$ cat config.mk
export PLATFORM = sky130hd
export DESIGN_NAME = mem_arbiter
export DESIGN_NICKNAME = d
export VERILOG_FILES = /design/src/rtl/mem_arbiter.sv
export SDC_FILE = /design/constraint.sdc
export NUM_CORES = 1
export LEC_CHECK = 0
export ABC_AREA = 1
export ABC_CLOCK_PERIOD_IN_PS = 1600
export BUFFER_PORTS_ARGS = -buffer_cell sky130_fd_sc_hd__buf_4
export CAP_MARGIN = 20
export CORE_ASPECT_RATIO = 1.1
export CORE_UTILIZATION = 30
export CTS_CLUSTER_SIZE = 16
export DETAILED_ROUTE_END_ITERATION = 12
export PLACE_DENSITY = 0.61
export SKIP_CTS_REPAIR_TIMING = 1
export SYNTH_ARGS = -nofsm -noshare
export SYNTH_HDL_FRONTEND = slang
export SYNTH_SLANG_ARGS = --single-unit
$ cat constraint.sdc
create_clock -name clk -period 1.6 [get_ports clk]
set_clock_uncertainty 0.15 [all_clocks]
set_input_delay 0.08 -clock clk [delete_from_list [all_inputs] [get_ports clk]]
set_output_delay 0.08 -clock clk [all_outputs]
set_load 0.005 [all_outputs]
$ cat src/rtl/mem_arbiter.sv
// mem_arbiter: shares one registered memory port among NUM_PORTS multicycle masters,
// with round-robin or fixed-priority selection and an optional response watchdog.
module mem_arbiter #(
    parameter int unsigned NUM_PORTS      = 2,
    parameter int unsigned ADDR_WIDTH     = 32,
    parameter int unsigned DATA_WIDTH     = 32,
    parameter int unsigned FIXED_PRIORITY = 0,
    parameter int unsigned TIMEOUT        = 0
) (
    input  logic                                clk,
    input  logic                                rst_n,
    input  logic [NUM_PORTS-1:0]                port_read,
    input  logic [NUM_PORTS-1:0]                port_write,
    input  logic [NUM_PORTS*DATA_WIDTH/8-1:0]   port_byte_enable,
    input  logic [NUM_PORTS*ADDR_WIDTH-1:0]     port_address,
    input  logic [NUM_PORTS*DATA_WIDTH-1:0]     port_wdata,
    output logic [NUM_PORTS-1:0]                port_resp,
    output logic [NUM_PORTS-1:0]                port_err,
    output logic [DATA_WIDTH-1:0]               port_rdata,
    output logic                                mem_read,
    output logic                                mem_write,
    output logic [DATA_WIDTH/8-1:0]             mem_byte_enable,
    output logic [ADDR_WIDTH-1:0]               mem_address,
    output logic [DATA_WIDTH-1:0]               mem_wdata,
    input  logic [DATA_WIDTH-1:0]               mem_rdata,
    input  logic                                mem_resp
);
    localparam int unsigned BW = DATA_WIDTH / 8;
    localparam int unsigned IW = $clog2(NUM_PORTS);
    localparam int unsigned CW = (TIMEOUT < 2) ? 1 : $clog2(TIMEOUT);
    localparam logic [CW-1:0] TLIM = CW'((TIMEOUT == 0) ? 0 : TIMEOUT - 1);

    typedef enum logic {IDLE, BUSY} state_t;

    state_t                 r_state, w_next;
    logic [IW-1:0]          r_last_grant, r_grant, w_win, w_cand;
    logic [CW-1:0]          r_cnt;
    logic                   r_read, r_write;
    logic [BW-1:0]          r_be, w_sel_be;
    logic [ADDR_WIDTH-1:0]  r_addr, w_sel_addr;
    logic [DATA_WIDTH-1:0]  r_wdata, w_sel_wdata;
    logic [NUM_PORTS-1:0]   w_req;
    logic                   w_any, w_found, w_sel_wr, w_timeout;

    // Candidate order: rotating from last_grant+1, or plain index order for fixed priority.
    always_comb begin
        w_req   = port_read | port_write;
        w_any   = |w_req;
        w_win   = '0;
        w_cand  = '0;
        w_found = 1'b0;
        for (int unsigned k = 0; k < NUM_PORTS; k++) begin
            w_cand = (FIXED_PRIORITY != 0) ? IW'(k)
                                           : IW'((32'(r_last_grant) + k + 1) % NUM_PORTS);
            if (!w_found && w_req[w_cand]) begin
                w_found = 1'b1;
                w_win   = w_cand;
            end
        end
    end

    always_comb begin
        w_sel_addr  = '0;
        w_sel_wdata = '0;
        w_sel_be    = '0;
        w_sel_wr    = 1'b0;
        for (int unsigned i = 0; i < NUM_PORTS; i++) begin
            if (w_win == IW'(i)) begin
                w_sel_addr  = port_address[i*ADDR_WIDTH +: ADDR_WIDTH];
                w_sel_wdata = port_wdata[i*DATA_WIDTH +: DATA_WIDTH];
                w_sel_be    = port_byte_enable[i*BW +: BW];
                w_sel_wr    = port_write[i];
            end
        end
    end

    // A response in the watchdog's final cycle takes precedence over the abort.
    always_comb begin
        w_next    = r_state;
        port_resp = '0;
        port_err  = '0;
        w_timeout = 1'b0;
        case (r_state)
            IDLE: if (w_any) w_next = BUSY;
            BUSY: begin
                w_timeout = (TIMEOUT != 0) && (r_cnt == TLIM) && !mem_resp;
                if (mem_resp) begin
                    port_resp[r_grant] = 1'b1;
                    w_next             = IDLE;
                end else if (w_timeout) begin
                    port_err[r_grant] = 1'b1;
                    w_next            = IDLE;
                end
            end
            default: w_next = IDLE;
        endcase
    end

    always_ff @(posedge clk or negedge rst_n) begin
        if (!rst_n) r_state <= IDLE;
        else        r_state <= w_next;
    end

    always_ff @(posedge clk or negedge rst_n) begin
        if (!rst_n) begin
            r_last_grant <= IW'(NUM_PORTS - 1);
            r_grant      <= '0;
            r_cnt        <= '0;
            r_read       <= 1'b0;
            r_write      <= 1'b0;
            r_be         <= '0;
            r_addr       <= '0;
            r_wdata      <= '0;
        end else if (r_state == IDLE) begin
            if (w_any) begin
                r_grant      <= w_win;
                r_last_grant <= w_win;
                r_read       <= !w_sel_wr;
                r_write      <= w_sel_wr;
                r_be         <= w_sel_be;
                r_addr       <= w_sel_addr;
                r_wdata      <= w_sel_wdata;
                r_cnt        <= '0;
            end
        end else if (w_next == IDLE) begin
            r_read  <= 1'b0;
            r_write <= 1'b0;
        end else begin
            r_cnt <= r_cnt + 1'b1;
        end
    end

    assign mem_read        = r_read;
    assign mem_write       = r_write;
    assign mem_byte_enable = r_be;
    assign mem_address     = r_addr;
    assign mem_wdata       = r_wdata;
    assign port_rdata      = mem_rdata;
endmodule

==> out/qor.txt <==
number of synthesized register bits = 73
GR met3 Demand/Resource = 3.75%
Fillers = 1131
most frequent cells in the layout = 217 x buf_4, 212 x nand2_1, 140 x dlygate4sd3_1
sequential share of power = 32.0%
slowest stage delay, CP = 540 ps
CP delay by family, top = buffers and inverters
Setup crit end kind = flop
final hold vios = 3
post-synthesis sequential area ratio = 45.2%
io pins = 281
CP Launch Type = input port
Nets = 1059
CTS tree = yes
largest net degree at the start of global routing = 74
met1 Resource Use GR = 19.5%
core area = 0.0132 mm²
final period utilization = 94.5%
Clk Tree Root Cell = clkbuf_16
Clk pin slew, worst setup/hold paths = 50 ps
Most common cell on crit path = nand2_1
cell internal pwr = 6.57 mW
Net Sw Frac = 36.8%
Cell Rows = 44
global-route wire length before repair = 17500 µm
Clock power frac = 18.1%
routed vias/inst = 4.43
post-synth cell types = 20
vias in the first global route = 3545
critical path required time = 1700 ps
die width = 113 µm
grt ovf = 0
Peak VDD IR = 0.701 mV
Max Cap Violations = 0
Placer Congestion = 0.739
status = finished with violations
tightest hold margin = -76.0 ps
Tmin final = 1510 ps
DIE HEIGHT = 124 µm
Net Sw Power = 3.83 mW
GRT met2 Usage = 27.0%
antenna-violating nets left = 0
hpwl dp = 7740 µm
CP bufs+invs = 3
gr busiest metal = met2
Syn Inst Count = 571
power per cell area = 1440 mW/mm²
Hold WC Path Type = input port to flop
Longest Clk Path Bufs = 2
Data arrival, critical path = 1610 ps
worst-path fanout max = 34
WL final = 13800 µm
initial cell density of the core = 30.8%
synthesized cell area = 0.00405 mm²
first drt pass iteration count = 4
ANT cells = 0
final core occ = 55.0%
most common cell after layout, fill and taps aside = buf_4
fmax = 0.662 GHz
CTS H-Tree Depth = 3
clk_lat worst skew = 330 ps
Layout area overhead = 78.9%
Slew Limit Fails = 0
DRC = 0
leakage power = 3.86 nW
CP max-delay cell = dlygate4sd3_1
total track usage = 16.2%
total die area = 0.0140 mm²
initial antenna violation count = 0
cts bufs inserted = 9
CP Class = input port to flop
setup violators final = 0
WL/cell = 13.2 µm
failing checks = hold timing
crit-path cells = dlygate4sd3_1 -> buf_4 -> o21ai_2 -> nand2_4 -> buf_16 -> nand2_1 -> nand2_1 -> o21ai_1
port bufs = 214
layout cell share with drive strength beyond 1 = 27.4%
Avg Cell Area, Syn = 7.09 µm²
CTS sink count = 73
DR vias = 4639
Synthesis Warnings = 0
Initial DRC Count = 219
Comb power frac = 49.9%
-- per-stage QoR --
step	setup WS, ps	cells	power (mW)	area [µm²]	TNS, ps
final	88.5	1047	10.4	7240	0
after global routing	-3.31	1047	11.3	7240	-3.31
after CTS	95.0	906	10.1	5810	0
after detailed placement	112	893	8.17	5540	0
after global placement	134	893	8.12	5540	0
after floorplan	238	572	5.90	4050	0
-- flip-flops by register name (all words and copies together), names as in the netlist --
register,cells
mem_address,32
r_last_grant,1
mem_write,1
mem_byte_enable,4
mem_read,1
r_grant,1
mem_wdata,32
r_state,1
-- cell families after synthesis --
family                 after synthesis  synth area share, %
AO/OA/AOI/OAI                       73                 9.18
buffers and inverters              135                 18.4
flip-flops                          73                 45.2
other                                1               0.0927
AND/OR/NAND/NOR                    289                 27.2
-- worst min-delay path: stages --
cell	delay, ps
buf_4	100
nand2_1	50
nand2_1	70
a21oi_1	60
-- layer usage --
layer / part of all wire [%] / routed length, µm
met2: 50 / 6910
met3: 6.2 / 851
met4: 3.0 / 419
met5: 0 / 0
met1: 41 / 5600
-- path summary, 6_finish.rpt --
kind | slack, ps | cells after the start | endpoint | startpoint
worst max-delay path | 90 | 8 | mem_address[15]$_DFFE_PN0P_ | port_read[0]
worst min-delay path | -80 | 4 | mem_read$_DFFE_PN0P_ | port_write[0]
worst max register to register | 110 | 6 | mem_address[6]$_DFFE_PN0P_ | r_last_grant$_DFFE_PN1P_
worst min register to register | 320 | 2 | r_last_grant$_DFFE_PN1P_ | r_last_grant$_DFFE_PN1P_
max in group asynchronous | 810 | 3 | r_last_grant$_DFFE_PN1P_ | rst_n
min in group asynchronous | 160 | 3 | mem_wdata[16]$_DFFE_PN0P_ | rst_n
-- Yosys cell counts (all sizes together) --
| master | instances | area share (%) |
|---|---|---|
| a22oi | 1 | 0.19 |
| conb | 1 | 0.093 |
| o21ai | 71 | 8.9 |
| nor2 | 72 | 6.7 |
| clkbuf | 6 | 0.56 |
| a21oi | 1 | 0.12 |
| buf | 57 | 11 |
| dfrtp | 72 | 45 |
| nand3 | 2 | 0.25 |
| dfstp | 1 | 0.65 |
| nand2 | 215 | 20 |
| inv | 72 | 6.7 |
-- power groups by stage --
| stage | Clock (mW) | Combinational, mW | Sequential (mW) |
|---|---|---|---|
| final | 1.89 | 5.19 | 3.33 |
| after global routing | 2.04 | 5.78 | 3.45 |
| after CTS | 1.96 | 4.83 | 3.33 |
| after detailed placement | 0 | 4.83 | 3.33 |
| after global placement | 0 | 4.81 | 3.30 |
| after floorplan | 0 | 2.53 | 3.37 |
-- area by class of cell --
class / count / area (µm²) / area share (%)
clock buffers: 13 / 270 / 3.73
well taps: 161 / 201 / 2.78
repair buffers: 364 / 3180 / 44.0
multi-input cells: 364 / 1490 / 20.5
flip-flops and latches: 73 / 1830 / 25.3
inverters: 72 / 270 / 3.73
Power figures use the tool's default switching activity.
